==> src/rtl/sram_arbiter_2p.sv <==
// Two-port round-robin arbiter in front of a single synchronous RAM.
// Zeroes the whole RAM after reset, then grants one request per cycle.
module sram_arbiter_2p #(
    parameter int AW = 4,
    parameter int DW = 8
) (
    input  logic          clk,
    input  logic          rst,
    input  logic          req0,
    input  logic          req1,
    input  logic          we0,
    input  logic          we1,
    input  logic [AW-1:0] addr0,
    input  logic [AW-1:0] addr1,
    input  logic [DW-1:0] wdata0,
    input  logic [DW-1:0] wdata1,
    output logic          gnt0,
    output logic          gnt1,
    output logic          rvalid0,
    output logic          rvalid1,
    output logic [DW-1:0] rdata0,
    output logic [DW-1:0] rdata1,
    output logic          busy,
    output logic          ram_we,
    output logic [AW-1:0] ram_addr,
    output logic [DW-1:0] ram_din,
    input  logic [DW-1:0] ram_dout
);

    // state   | meaning
    // ST_INIT | sweep writes zero to every address, requests held off
    // ST_RUN  | round-robin arbitration, one grant per cycle
    typedef enum logic {
        ST_INIT = 1'b0,
        ST_RUN  = 1'b1
    } state_t;

    localparam logic [AW-1:0] CNT_LAST = '1;

    state_t        state_q, state_d;
    logic [AW-1:0] cnt_q, cnt_d;
    logic          prio_q, prio_d;
    logic          rd_pend_q, rd_pend_d;
    logic          rd_tag_q, rd_tag_d;
    logic [AW-1:0] addr_hold_q, addr_hold_d;
    logic [DW-1:0] din_hold_q, din_hold_d;
    logic [DW-1:0] rdata0_q, rdata0_d;
    logic [DW-1:0] rdata1_q, rdata1_d;

    // The read tag selects which port sees the registered RAM output.
    assign rvalid0 = rd_pend_q & ~rd_tag_q;
    assign rvalid1 = rd_pend_q &  rd_tag_q;
    assign rdata0  = rvalid0 ? ram_dout : rdata0_q;
    assign rdata1  = rvalid1 ? ram_dout : rdata1_q;

    always_ff @(posedge clk) begin
        if (rst) begin
            state_q     <= ST_INIT;
            cnt_q       <= '0;
            prio_q      <= 1'b0;
            rd_pend_q   <= 1'b0;
            rd_tag_q    <= 1'b0;
            addr_hold_q <= '0;
            din_hold_q  <= '0;
            rdata0_q    <= '0;
            rdata1_q    <= '0;
        end else begin
            state_q     <= state_d;
            cnt_q       <= cnt_d;
            prio_q      <= prio_d;
            rd_pend_q   <= rd_pend_d;
            rd_tag_q    <= rd_tag_d;
            addr_hold_q <= addr_hold_d;
            din_hold_q  <= din_hold_d;
            rdata0_q    <= rdata0_d;
            rdata1_q    <= rdata1_d;
        end
    end

    always_comb begin
        state_d     = state_q;
        cnt_d       = cnt_q;
        prio_d      = prio_q;
        rd_pend_d   = 1'b0;
        rd_tag_d    = rd_tag_q;
        addr_hold_d = addr_hold_q;
        din_hold_d  = din_hold_q;
        rdata0_d    = rdata0_q;
        rdata1_d    = rdata1_q;
        gnt0        = 1'b0;
        gnt1        = 1'b0;
        busy        = 1'b0;
        ram_we      = 1'b0;
        ram_addr    = addr_hold_q;
        ram_din     = din_hold_q;

        if (rvalid0) begin
            rdata0_d = ram_dout;
        end
        if (rvalid1) begin
            rdata1_d = ram_dout;
        end

        unique case (state_q)
            ST_INIT: begin
                busy        = 1'b1;
                ram_we      = 1'b1;
                ram_addr    = cnt_q;
                ram_din     = '0;
                addr_hold_d = cnt_q;
                din_hold_d  = '0;
                cnt_d       = cnt_q + AW'(1);
                if (cnt_q == CNT_LAST) begin
                    state_d = ST_RUN;
                end
            end
            ST_RUN: begin
                // prio_q=0 favours port 0 on contention, prio_q=1 favours port 1.
                gnt0 = req0 & (~req1 | ~prio_q);
                gnt1 = req1 & (~req0 |  prio_q);
                if (gnt0) begin
                    ram_we      = we0;
                    ram_addr    = addr0;
                    ram_din     = wdata0;
                    addr_hold_d = addr0;
                    din_hold_d  = wdata0;
                    prio_d      = 1'b1;
                    rd_pend_d   = ~we0;
                    rd_tag_d    = 1'b0;
                end else if (gnt1) begin
                    ram_we      = we1;
                    ram_addr    = addr1;
                    ram_din     = wdata1;
                    addr_hold_d = addr1;
                    din_hold_d  = wdata1;
                    prio_d      = 1'b0;
                    rd_pend_d   = ~we1;
                    rd_tag_d    = 1'b1;
                end
            end
            default: begin
                state_d = ST_INIT;
            end
        endcase
    end

endmodule
==> config.mk <==
export PLATFORM = sky130hd
export DESIGN_NAME = sram_arbiter_2p
export DESIGN_NICKNAME = d
export VERILOG_FILES = /design/src/rtl/sram_arbiter_2p.sv
export SDC_FILE = /design/constraint.sdc
export NUM_CORES = 1
export LEC_CHECK = 0
export CAP_MARGIN = 0
export CORE_UTILIZATION = 43
export DETAILED_ROUTE_END_ITERATION = 16
export PLACE_DENSITY = 0.77
export SYNTH_ARGS = -nofsm -noshare
export SYNTH_HDL_FRONTEND = slang
export SYNTH_SLANG_ARGS = --single-unit
==> constraint.sdc <==
create_clock -name clk -period 1.5 [get_ports clk]
set_clock_uncertainty 0.05 [all_clocks]
set_input_delay 0.225 -clock clk [delete_from_list [all_inputs] [get_ports clk]]
set_output_delay 0.225 -clock clk [all_outputs]
set_load 0.05 [all_outputs]
==> out/summary.json, run 1 <==
{
  "die_area_mm2": 0.004423,
  "htree_num_levels": 2,
  "insertion_delay_ns": 0.30,
  "final-setup-viol-count": 31,
  "worstHoldStart": "cnt_q[3]",
  "yosysSeqAreaShare": 0.4028,
  "max-clock-path-buffers": 2,
  "remaining_drc_errors": 0,
  "buffer_ports.inserted": 71,
  "grt_overflow": 0,
  "timing.setup.critical_path_class": "input pin to output port",
  "crit_path_start": "addr1[1]",
  "r2r_path_start": "prio_q",
  "synthCells": 198,
  "nets_in_the_synthesized_netlist": 237,
  "outcome": "finished with violations",
  "violated_checks": "negative setup slack",
  "synth_edf_count": 0,
  "die_height_um": 66.51,
  "max_slew_margin": 0.7764,
  "final_cell_area_mm2": 0.003736,
  "layout.filler_cells": 118,
  "chip_width_um": 66.51,
  "via_count_of_the_first_global_routing_pass": 2017,
  "final.setup.worst_slack_ns": -0.2845,
  "synthArstFlopShare": 0,
  "cellPowerDensity_mw_per_mm2": 590.8,
  "yosys.cell_count.top_type": "dfxtp_1",
  "synth.top_cells.by_area": "dfxtp_1 40%, mux2_2 15%, nor2b_1 6.6%",
  "regToRegEndpoint": "addr_hold_q[0]",
  "vdd_ir_drop_max_mv": 0.3509,
  "clk_pin_slew_worst_setup_hold_paths_ns": 0.08,
  "fmax_mhz": 560.4,
  "synth-seq-cells": 36,
  "cts_hold_buf": 0,
  "drt_iter0_markers": 132,
  "layout-area-overhead-vs-synth_pct": 108.8,
  "track_usage": 0.3055,
  "synth_top_cells_by_count": "36 x dfxtp_1, 24 x mux2_2, 20 x nor2_1",
  "layout_min_cycle_time_ns": 1.784,
  "power.leakage_nw": 1.528,
  "cts-buffers-inserted": 5,
  "synth_ff_type": "dfxtp_1",
  "antenna_violations_before_repair": 0,
  "clock_tree_from_tritoncts": "done",
  "drt_pre_antenna_iters": 4,
  "timing.critical_path.fanout_max": 2,
  "tns_ns": -5.434,
  "min_period_over_period": 1.190,
  "clockRootBuffer": "clkbuf_8",
  "post-layout-total-power_mw": 2.207,
  "syn_area_mm2": 0.001789,
  "synth_top_cell_by_area": "dfxtp_1",
  "synth_top_area_frac": 0.4028,
  "endpoint": "ram_addr[1]",
  "worst_hold_path_type": "flip-flop to flip-flop",
  "maxCapViolations": 0,
  "pin_count": 72,
  "critPathLaunchType": "input pin",
  "timing_worst_slew_pin_value_ns": 0.3342,
  "design.core.area_mm2": 0.004000,
  "placementRows": 23,
  "synth_cell_type_count": 29,
  "routabilityCongestion": 0.8216,
  "cts.sinks": 36,
  "arrival_ns": 1.51,
  "detailed_place.area_mm2": 0.003141,
  "cp_data_required_time_ns": 1.22,
  "maxSlewViolCount": 0,
  "reg2reg_depth": 6,
  "initial_core_util": 0.4473,
  "syn_avg_cell_area_um2": 9.036,
  "report.final.hold_viol_count": 0,
  "setup.worst_path.end_class": "output port",
  "place.detailed.hpwl_um": 3537,
  "detail_route.wl_per_cell_um": 21.19,
  "routed_wirelength_um": 7754,
  "drive_gt1_frac": 0.5443,
  "final_antenna_net_count": 0,
  "reg2reg_slack_ns": 0.03,
  "maximum_number_of_pins_on_one_net_before_global_route_repair": 22,
  "detail_route.vias_per_cell": 5.877,
  "finalNetCount": 355,
  "antenna_cells_inserted": 0,
  "via_count": 2151,
  "grt_first_pass_wirelength_um": 9804,
  "yosysWarningCount": 0,
  "grt_setup_unrepaired": "true"
}
[area by class of cell]
class,instances,area [µm²],share of cell area
repair buffers,125,1434,0.3838
multi-input cells,145,1394,0.3731
flip-flops and latches,36,733.2,0.1962
clock buffers,7,96.34,0.02579
well taps,50,62.56,0.01674
inverters,3,16.27,0.004354
[report_power, final]
part | internal [mW] | total (mW) | leakage (nW) | switching (mW)
Combinational | 0.240 | 0.467 | 1.18 | 0.227
Sequential | 0.961 | 0.974 | 0.294 | 0.0126
Clock | 0.409 | 0.766 | 0.0503 | 0.357
[state kept, by name (all words and copies together) (netlist names)]
register,cells
rd_pend_q,1
cnt_q,4
rdata0_q,8
addr_hold_q,4
rd_tag_q,1
din_hold_q,8
rdata1_q,8
state_q,1
prio_q,1
[placed cells by master (no fill, tap or decap), types with 3 or more instances in the layout]
master           synthesis  layout
a31oi_1                 11       3
a31oi_4                  0       8
and3_4                   0       4
buf_12                   0      22
buf_4                    0      41
buf_6                    1      13
buf_8                    0       9
clkbuf_8                 0       7
clkdlybuf4s50_1          0      35
dfxtp_1                 36      32
dfxtp_4                  0       3
mux2_2                  24      12
mux2_4                   0      12
mux2i_1                  5       5
nand3_1                  4       4
nand3b_1                 8       8
nor2_1                  20      11
nor2_2                   0       4
nor2_4                   0       5
nor2b_1                 19      17
nor3_1                  17       8
nor3_4                   0       9
o21ai_2                  0       8
or2_1                    0       4
or2_2                    3       3
[critical path, cell delays in order]
cell	delay, ns
clkdlybuf4s50_1	0.51
mux2i_1	0.10
or2_1	0.27
a31oi_4	0.21
buf_6	0.18
[per-layer routing]
metal  GRT usage  up-vias  part of all wire
met3     0.08390       28             0.091
li1            -      934                 -
met5           0        -                 0
met2      0.5408      158              0.49
met1      0.3400     1031              0.39
met4      0.1303        0             0.031
[through the flow]
stage | utilization | hold WS [ns] | std cells | worst slack [ns]
after CTS | 0.9043 | 0.4755 | 363 | -0.2175
after detailed placement | 0.7851 | 0.4634 | 343 | -0.5851
after global routing | 0.9340 | 0.5343 | 366 | -0.2929
after global placement | 0.7851 | 0.4534 | 343 | -0.5409
after floorplan | - | 0.3588 | 198 | -0.02730
final | 0.9340 | 0.5046 | 366 | -0.2845
[worst min path at each step]
stage	end	depth (start not counted)
floorplan	rd_pend_q	2
global placement	state_q	2
detailed placement	rd_tag_q	2
CTS	state_q	2
global route	state_q	2
finish	state_q	2
[cell families (layout without fill, tap and decap cells)]
group,after synthesis,after routing,synth area share
AND/OR/NAND/NOR,86,86,0.2594
flip-flops,36,36,0.4028
AO/OA/AOI/OAI,25,26,0.08882
buffers and inverters,18,135,0.04825
XOR/XNOR,3,3,0.01469
adder cells (fa/ha/maj),1,1,0.006992
multiplexers,29,29,0.1790
[what timing repair did]
item                                    CTS  global route
setup buffers                            11             8
endpoints found under the setup margin   36            32
resized for setup                        84            29
cloned                                    4             1
pin swaps                                12            14
Power figures use the tool's default switching activity.
==> inputs of run 2 (changes only) <==
Settings changed: ABC_CLOCK_PERIOD_IN_PS set to 1500.
==> results of run 2 <==
No change in the layout: final DEF, timing and power equal those of run 1.
